--- src/rtl/cpu_mem_pkg.sv ---
// Shared types and constants for the core-to-memory bridge: FSM encoding,
// bus request layout and the fill value used when a response never arrives.
package cpu_mem_pkg;

  localparam int unsigned BUS_ADDR_W  = 32;
  localparam int unsigned BUS_DATA_W  = 32;
  localparam int unsigned TIMEOUT_DEF = 255;

  localparam logic [BUS_DATA_W-1:0] ZERO_FILL = '0;

  typedef enum logic [2:0] {
    ST_IDLE   = 3'd0,
    ST_D_REQ  = 3'd1,
    ST_D_RESP = 3'd2,
    ST_I_REQ  = 3'd3,
    ST_I_RESP = 3'd4,
    ST_DONE   = 3'd5
  } state_e;

  typedef struct packed {
    logic [3:0]            we;
    logic [BUS_ADDR_W-1:0] addr;
    logic [BUS_DATA_W-1:0] wdata;
  } bus_req_t;

endpackage

--- src/rtl/bus_req_chan.sv ---
// Request side of the memory bus: holds valid/we/addr/wdata stable until the
// slave accepts, and counts cycles spent waiting for the matching response.
module bus_req_chan
  import cpu_mem_pkg::*;
#(
  parameter int unsigned ADDR_W  = BUS_ADDR_W,
  parameter int unsigned DATA_W  = BUS_DATA_W,
  parameter int unsigned TIMEOUT = TIMEOUT_DEF
) (
  input  logic              clk,
  input  logic              resetn,
  input  logic              launch,
  input  logic [3:0]        launch_we,
  input  logic [ADDR_W-1:0] launch_addr,
  input  logic [DATA_W-1:0] launch_wdata,
  input  logic              cnt_en,
  output logic              accepted,
  output logic              at_limit,
  output logic              bus_req_valid,
  input  logic              bus_req_ready,
  output logic [3:0]        bus_req_we,
  output logic [ADDR_W-1:0] bus_req_addr,
  output logic [DATA_W-1:0] bus_req_wdata
);

  localparam logic [7:0] CNT_LAST = 8'(TIMEOUT - 1);

  logic [7:0] wait_cnt;

  assign accepted = bus_req_valid && bus_req_ready;
  assign at_limit = (wait_cnt == CNT_LAST);

  always_ff @(posedge clk or negedge resetn) begin
    if (!resetn) begin
      bus_req_valid <= 1'b0;
      bus_req_we    <= 4'h0;
      bus_req_addr  <= '0;
      bus_req_wdata <= '0;
    end else if (launch) begin
      bus_req_valid <= 1'b1;
      bus_req_we    <= launch_we;
      bus_req_addr  <= launch_addr;
      bus_req_wdata <= launch_wdata;
    end else if (accepted) begin
      bus_req_valid <= 1'b0;
    end
  end

  // Restarted at acceptance so it measures only the response wait.
  always_ff @(posedge clk or negedge resetn) begin
    if (!resetn) begin
      wait_cnt <= 8'd0;
    end else if (accepted) begin
      wait_cnt <= 8'd0;
    end else if (cnt_en) begin
      wait_cnt <= wait_cnt + 8'd1;
    end
  end

endmodule

--- src/rtl/cpu_mem_bridge.sv ---
// Serialises the core's data access and instruction fetch onto one valid/ready
// memory bus, data first, stalling the core until both have completed.
module cpu_mem_bridge
  import cpu_mem_pkg::*;
#(
  parameter int unsigned ADDR_W  = BUS_ADDR_W,
  parameter int unsigned DATA_W  = BUS_DATA_W,
  parameter int unsigned TIMEOUT = TIMEOUT_DEF
) (
  input  logic              clk,
  input  logic              resetn,
  input  logic              inst_req_en,
  input  logic [ADDR_W-1:0] inst_req_addr,
  output logic [DATA_W-1:0] inst_rdata,
  input  logic              data_req_en,
  input  logic [3:0]        data_wen,
  input  logic [ADDR_W-1:0] data_addr,
  input  logic [DATA_W-1:0] data_wdata,
  output logic [DATA_W-1:0] data_rdata,
  output logic              cpu_stall,
  output logic              bus_err,
  output logic              bus_req_valid,
  input  logic              bus_req_ready,
  output logic [3:0]        bus_req_we,
  output logic [ADDR_W-1:0] bus_req_addr,
  output logic [DATA_W-1:0] bus_req_wdata,
  input  logic              bus_resp_valid,
  input  logic [DATA_W-1:0] bus_resp_rdata
);

  state_e            state, state_nxt;
  logic              take;
  logic              lat_i_pend;
  logic [3:0]        lat_wen;
  logic [ADDR_W-1:0] lat_i_addr;
  logic              launch;
  bus_req_t          launch_req;
  logic              accepted, at_limit;
  logic              resp_st, cnt_en, tmo;
  logic              d_load, i_load;
  logic [DATA_W-1:0] load_val;

  assign take    = (state == ST_IDLE) && (data_req_en || inst_req_en);
  assign resp_st = (state == ST_D_RESP) || (state == ST_I_RESP);
  assign cnt_en  = resp_st && !bus_resp_valid;
  assign tmo     = cnt_en && at_limit;
  assign load_val = tmo ? DATA_W'(ZERO_FILL) : bus_resp_rdata;

  assign cpu_stall = ((state != ST_IDLE) && (state != ST_DONE)) || take;

  always_comb begin
    state_nxt        = state;
    launch           = 1'b0;
    launch_req.we    = data_wen;
    launch_req.addr  = data_addr;
    launch_req.wdata = data_wdata;
    d_load           = 1'b0;
    i_load           = 1'b0;
    case (state)
      ST_IDLE: begin
        if (data_req_en) begin
          state_nxt = ST_D_REQ;
          launch    = 1'b1;
        end else if (inst_req_en) begin
          state_nxt        = ST_I_REQ;
          launch           = 1'b1;
          launch_req.we    = 4'h0;
          launch_req.addr  = inst_req_addr;
          launch_req.wdata = '0;
        end
      end
      ST_D_REQ: if (accepted) state_nxt = ST_D_RESP;
      ST_D_RESP: begin
        if (bus_resp_valid || tmo) begin
          // A store has no read target, so data_rdata is left alone.
          d_load = (lat_wen == 4'h0);
          if (lat_i_pend) begin
            state_nxt        = ST_I_REQ;
            launch           = 1'b1;
            launch_req.we    = 4'h0;
            launch_req.addr  = lat_i_addr;
            launch_req.wdata = '0;
          end else begin
            state_nxt = ST_DONE;
          end
        end
      end
      ST_I_REQ: if (accepted) state_nxt = ST_I_RESP;
      ST_I_RESP: begin
        if (bus_resp_valid || tmo) begin
          i_load    = 1'b1;
          state_nxt = ST_DONE;
        end
      end
      ST_DONE: state_nxt = ST_IDLE;
      default: state_nxt = ST_IDLE;
    endcase
  end

  always_ff @(posedge clk or negedge resetn) begin
    if (!resetn) begin
      state      <= ST_IDLE;
      lat_i_pend <= 1'b0;
      bus_err    <= 1'b0;
    end else begin
      state <= state_nxt;
      if (take) lat_i_pend <= inst_req_en;
      if (tmo || (bus_resp_valid && !resp_st)) bus_err <= 1'b1;
    end
  end

  // Request fields are only read after being sampled, so they need no reset.
  always_ff @(posedge clk) begin
    if (take) begin
      lat_wen    <= data_wen;
      lat_i_addr <= inst_req_addr;
    end
  end

  always_ff @(posedge clk or negedge resetn) begin
    if (!resetn) begin
      inst_rdata <= '0;
      data_rdata <= '0;
    end else begin
      if (d_load) data_rdata <= load_val;
      if (i_load) inst_rdata <= load_val;
    end
  end

  bus_req_chan #(
    .ADDR_W  (ADDR_W),
    .DATA_W  (DATA_W),
    .TIMEOUT (TIMEOUT)
  ) u_req_chan (
    .clk           (clk),
    .resetn        (resetn),
    .launch        (launch),
    .launch_we     (launch_req.we),
    .launch_addr   (launch_req.addr),
    .launch_wdata  (launch_req.wdata),
    .cnt_en        (cnt_en),
    .accepted      (accepted),
    .at_limit      (at_limit),
    .bus_req_valid (bus_req_valid),
    .bus_req_ready (bus_req_ready),
    .bus_req_we    (bus_req_we),
    .bus_req_addr  (bus_req_addr),
    .bus_req_wdata (bus_req_wdata)
  );

endmodule

--- config.mk ---
export PLATFORM = sky130hd
export DESIGN_NAME = cpu_mem_bridge
export DESIGN_NICKNAME = d
export VERILOG_FILES = /design/src/rtl/cpu_mem_pkg.sv /design/src/rtl/bus_req_chan.sv /design/src/rtl/cpu_mem_bridge.sv
export SDC_FILE = /design/constraint.sdc
export NUM_CORES = 1
export LEC_CHECK = 0
export ABC_AREA = 1
export BUFFER_PORTS_ARGS = -buffer_cell sky130_fd_sc_hd__buf_4
export CORE_MARGIN = 4
export CORE_UTILIZATION = 56
export CTS_CLUSTER_SIZE = 10
export DETAILED_ROUTE_END_ITERATION = 12
export PLACE_DENSITY = 0.82
export SLEW_MARGIN = 30
export SYNTH_ARGS = -nofsm -noshare
export SYNTH_HDL_FRONTEND = slang
export SYNTH_SLANG_ARGS = --single-unit
--- constraint.sdc ---
create_clock -name clk -period 3.6 [get_ports clk]
set_input_delay 0.54 -clock clk [delete_from_list [all_inputs] [get_ports clk]]
set_output_delay 0.54 -clock clk [all_outputs]
set_load 0.01 [all_outputs]
==> flow_summary.json <==
{
  "status": "completed",
  "grt_max_degree": 114,
  "synth_area_um2": 8702,
  "wl_mm": 26.31,
  "ir_drop_mv": 0.3364,
  "core_um2": 15200,
  "grt-ovfl-total": 0,
  "die_h_um": 132.7,
  "min_path_type": "in2async",
  "cp-start-kind": "flip-flop",
  "drive_gt1_share_pct": 24.83,
  "setup_viol_count_final": 0,
  "ys.flop_type": "dfrtp_1",
  "end_kind": "flip-flop",
  "fin_cells": 1549,
  "p_per_area_nw_per_um2": 366.4,
  "use_met1_pct": 40.22,
  "grt_pass1_wl_mm": 42.20,
  "slew_headroom_pct": 42.99,
  "gr-usage-all-layers_pct": 29.70,
  "internal_power_uw": 3159,
  "clock-root-buffer": "clkbuf_16",
  "vias": 8698,
  "die_area_um2": 17600,
  "synth_edf_count": 36,
  "skew_ps": 10.31,
  "antenna_cells": 0,
  "clkPwrFrac_pct": 43.6,
  "cts_hold_buffers": 0,
  "pwr-share-seq_pct": 50.0,
  "fin_crit_sh_pct": 74.67,
  "crit_path_max_fanout": 52,
  "p_switching_uw": 1043,
  "ff2ff_path_depth": 11,
  "tritoncts": "built",
  "fin_area_um2": 11470,
  "busiest_layer": "met2",
  "gp_congestion": 0.8634,
  "r2r-end": "u_req_chan.bus_req_wdata[23]",
  "whs_ps": 164.5,
  "synthCells": 1111,
  "cp_data_required_time_ps": 3970,
  "hold_viol_final": 0,
  "dp.cells": 1517,
  "maxSlewViolCount": 0,
  "fmax_ghz": 0.3720,
  "synth_largest_area_cell": "dfrtp_1",
  "ys_ff_latch": 182,
  "cts.clk_slew.worst_paths_ps": 70,
  "p_leak_uw": 0.006157,
  "insertion_delay_ps": 440,
  "htreeDepth": 4,
  "ctsResizeCount": 0,
  "finalCriticalPeriod_ps": 2688,
  "syn_avg_cell_area_um2": 7.833,
  "hpwlAfterDp_mm": 17.71,
  "p_comb_share_pct": 6.4,
  "rr_startpoint": "u_req_chan.wait_cnt[0]",
  "synth_nets": 1251,
  "synth.area.top_cells": "dfrtp_1, nand2_1, edfxtp_1, nand3_1, o21ai_0",
  "fin_nets": 1488,
  "cap_violations": 0,
  "drt-initial-drc-count": 893,
  "synth_top_area_share_pct": 41.98,
  "antenna_found_initial": 0,
  "areaGrowthSynthToFinish_pct": 31.76,
  "cts_made_buffers": 17,
  "post_drt_wl_per_cell_um": 16.99,
  "ios": 273,
  "rsz0062_at_grt": "false",
  "placed_cell_area_um2": 10870,
  "firstDrtPassIters": 6,
  "final_common_cell": "nand2_1",
  "worst_slew_pin_slew_ps": 855.2,
  "use_met3_pct": 7.072,
  "yosys.cell_types.count": 32,
  "worstSetupPathType": "reg2reg",
  "p_sw_share_pct": 24.82,
  "seq_area_frac_synth_pct": 54.41,
  "fp.dieW_um": 132.7,
  "start_util_pct": 57.24,
  "ant_nets": 0,
  "clock-sinks": 182,
  "r2r_slack_ps": 910,
  "setup_tns_ps": 0,
  "clk_path_buf_depth": 2,
  "first_global_vias": 8181,
  "yosysWarnings": 0,
  "gr-usage-met2_pct": 46.48,
  "final_cell_mix": "nand2_1, buf_4, nand3_1, dfrtp_1, o21ai_0",
  "viasPerCell": 5.615,
  "crit_arrival_ps": 3060,
  "synthArstFlopShare_pct": 80.22,
  "io_buffers": 272,
  "route.detailed.drc": 0,
  "std_cell_rows": 45,
  "postCtsSetupBuffers": 0
}
sequential cells by signal (all words and copies together), names as in the netlist:
name	count
bus_err	1
data_rdata	32
inst_rdata	32
lat_i_addr	32
lat_i_pend	1
lat_wen	4
state	3
u_req_chan.bus_req_addr	32
u_req_chan.bus_req_valid	1
u_req_chan.bus_req_wdata	32
u_req_chan.bus_req_we	4
u_req_chan.wait_cnt	8
worst max-delay path, stage by stage, from the launching register on:
cell and delay, ps:
dfrtp_1 380, inv_1 120, ha_1 180, inv_1 40, nor2_1 90, nand2_1 110, o21ai_4 290, nand2_2 370
nand2_2 480, buf_12 290, nand3_1 120, nand2_1 100
worst max-delay path by stage:
stage	from	to	slack (ps)	cells after the start
6_report	u_req_chan.wait_cnt[0]	u_req_chan.bus_req_wdata[23]	910	11
5_1_grt	u_req_chan.wait_cnt[0]	u_req_chan.bus_req_wdata[4]	710	11
4_1_cts	u_req_chan.wait_cnt[0]	inst_rdata[12]	880	9
3_5_place_dp	u_req_chan.wait_cnt[0]	inst_rdata[12]	900	9
3_3_place_gp	state[2]	u_req_chan.bus_req_wdata[18]	1040	9
2_1_floorplan	state[0]	lat_i_addr[0]	1320	6
per-stage QoR:
stage,utilization (%),setup WS (ps),total power (µW)
floorplan,-,1322,2216
global placement,71.49,1044,2402
detailed placement,71.51,903.4,2408
CTS,75.39,877.3,4217
global route,75.42,708.4,4334
finish,75.42,911.7,4202
final cells by class:
cell class	instances	area, µm²
repair buffers	294	2227
clock buffers	18	429.2
fillers	1147	3736
well taps	188	235.2
clock inverters	14	160.2
multi-input cells	832	3601
inverters	21	78.83
flip-flops and latches	182	4735
metal layers:
layer | up-vias | wire, µm
met5 | - | 0
met4 | 0 | 811
met3 | 58 | 2639
met2 | 480 | 12430
met1 | 4053 | 10430
li1 | 4107 | -
cells in the mapped netlist (all sizes together), types with 2 or more instances:
| master | count |
|---|---|
| dfrtp | 146 |
| ha | 2 |
| clkinv | 3 |
| a21oi | 3 |
| o21ai | 106 |
| inv | 18 |
| nor4 | 2 |
| edfxtp | 36 |
| clkbuf | 53 |
| nand2 | 512 |
| o22ai | 2 |
| buf | 23 |
| nor2 | 17 |
| nor3 | 4 |
| nand3 | 176 |
kinds of logic after synthesis:
kind of cell	Yosys count	share of synthesized area, %
AND/OR/NAND/NOR	713	33.64
flip-flops	182	54.41
XOR/XNOR	1	0.1007
AO/OA/AOI/OAI	116	7.060
buffers and inverters	97	4.500
adder cells (fa/ha/maj)	2	0.2875
power groups by stage:
stage	combinational (µW)	sequential, µW	clock (µW)
4_1_cts	267	2100	1850
3_3_place_gp	261	2140	0
3_5_place_dp	266	2140	0
2_1_floorplan	73.3	2140	0
6_report	268	2100	1830
5_1_grt	295	2100	1940
Power figures use the tool's default switching activity.
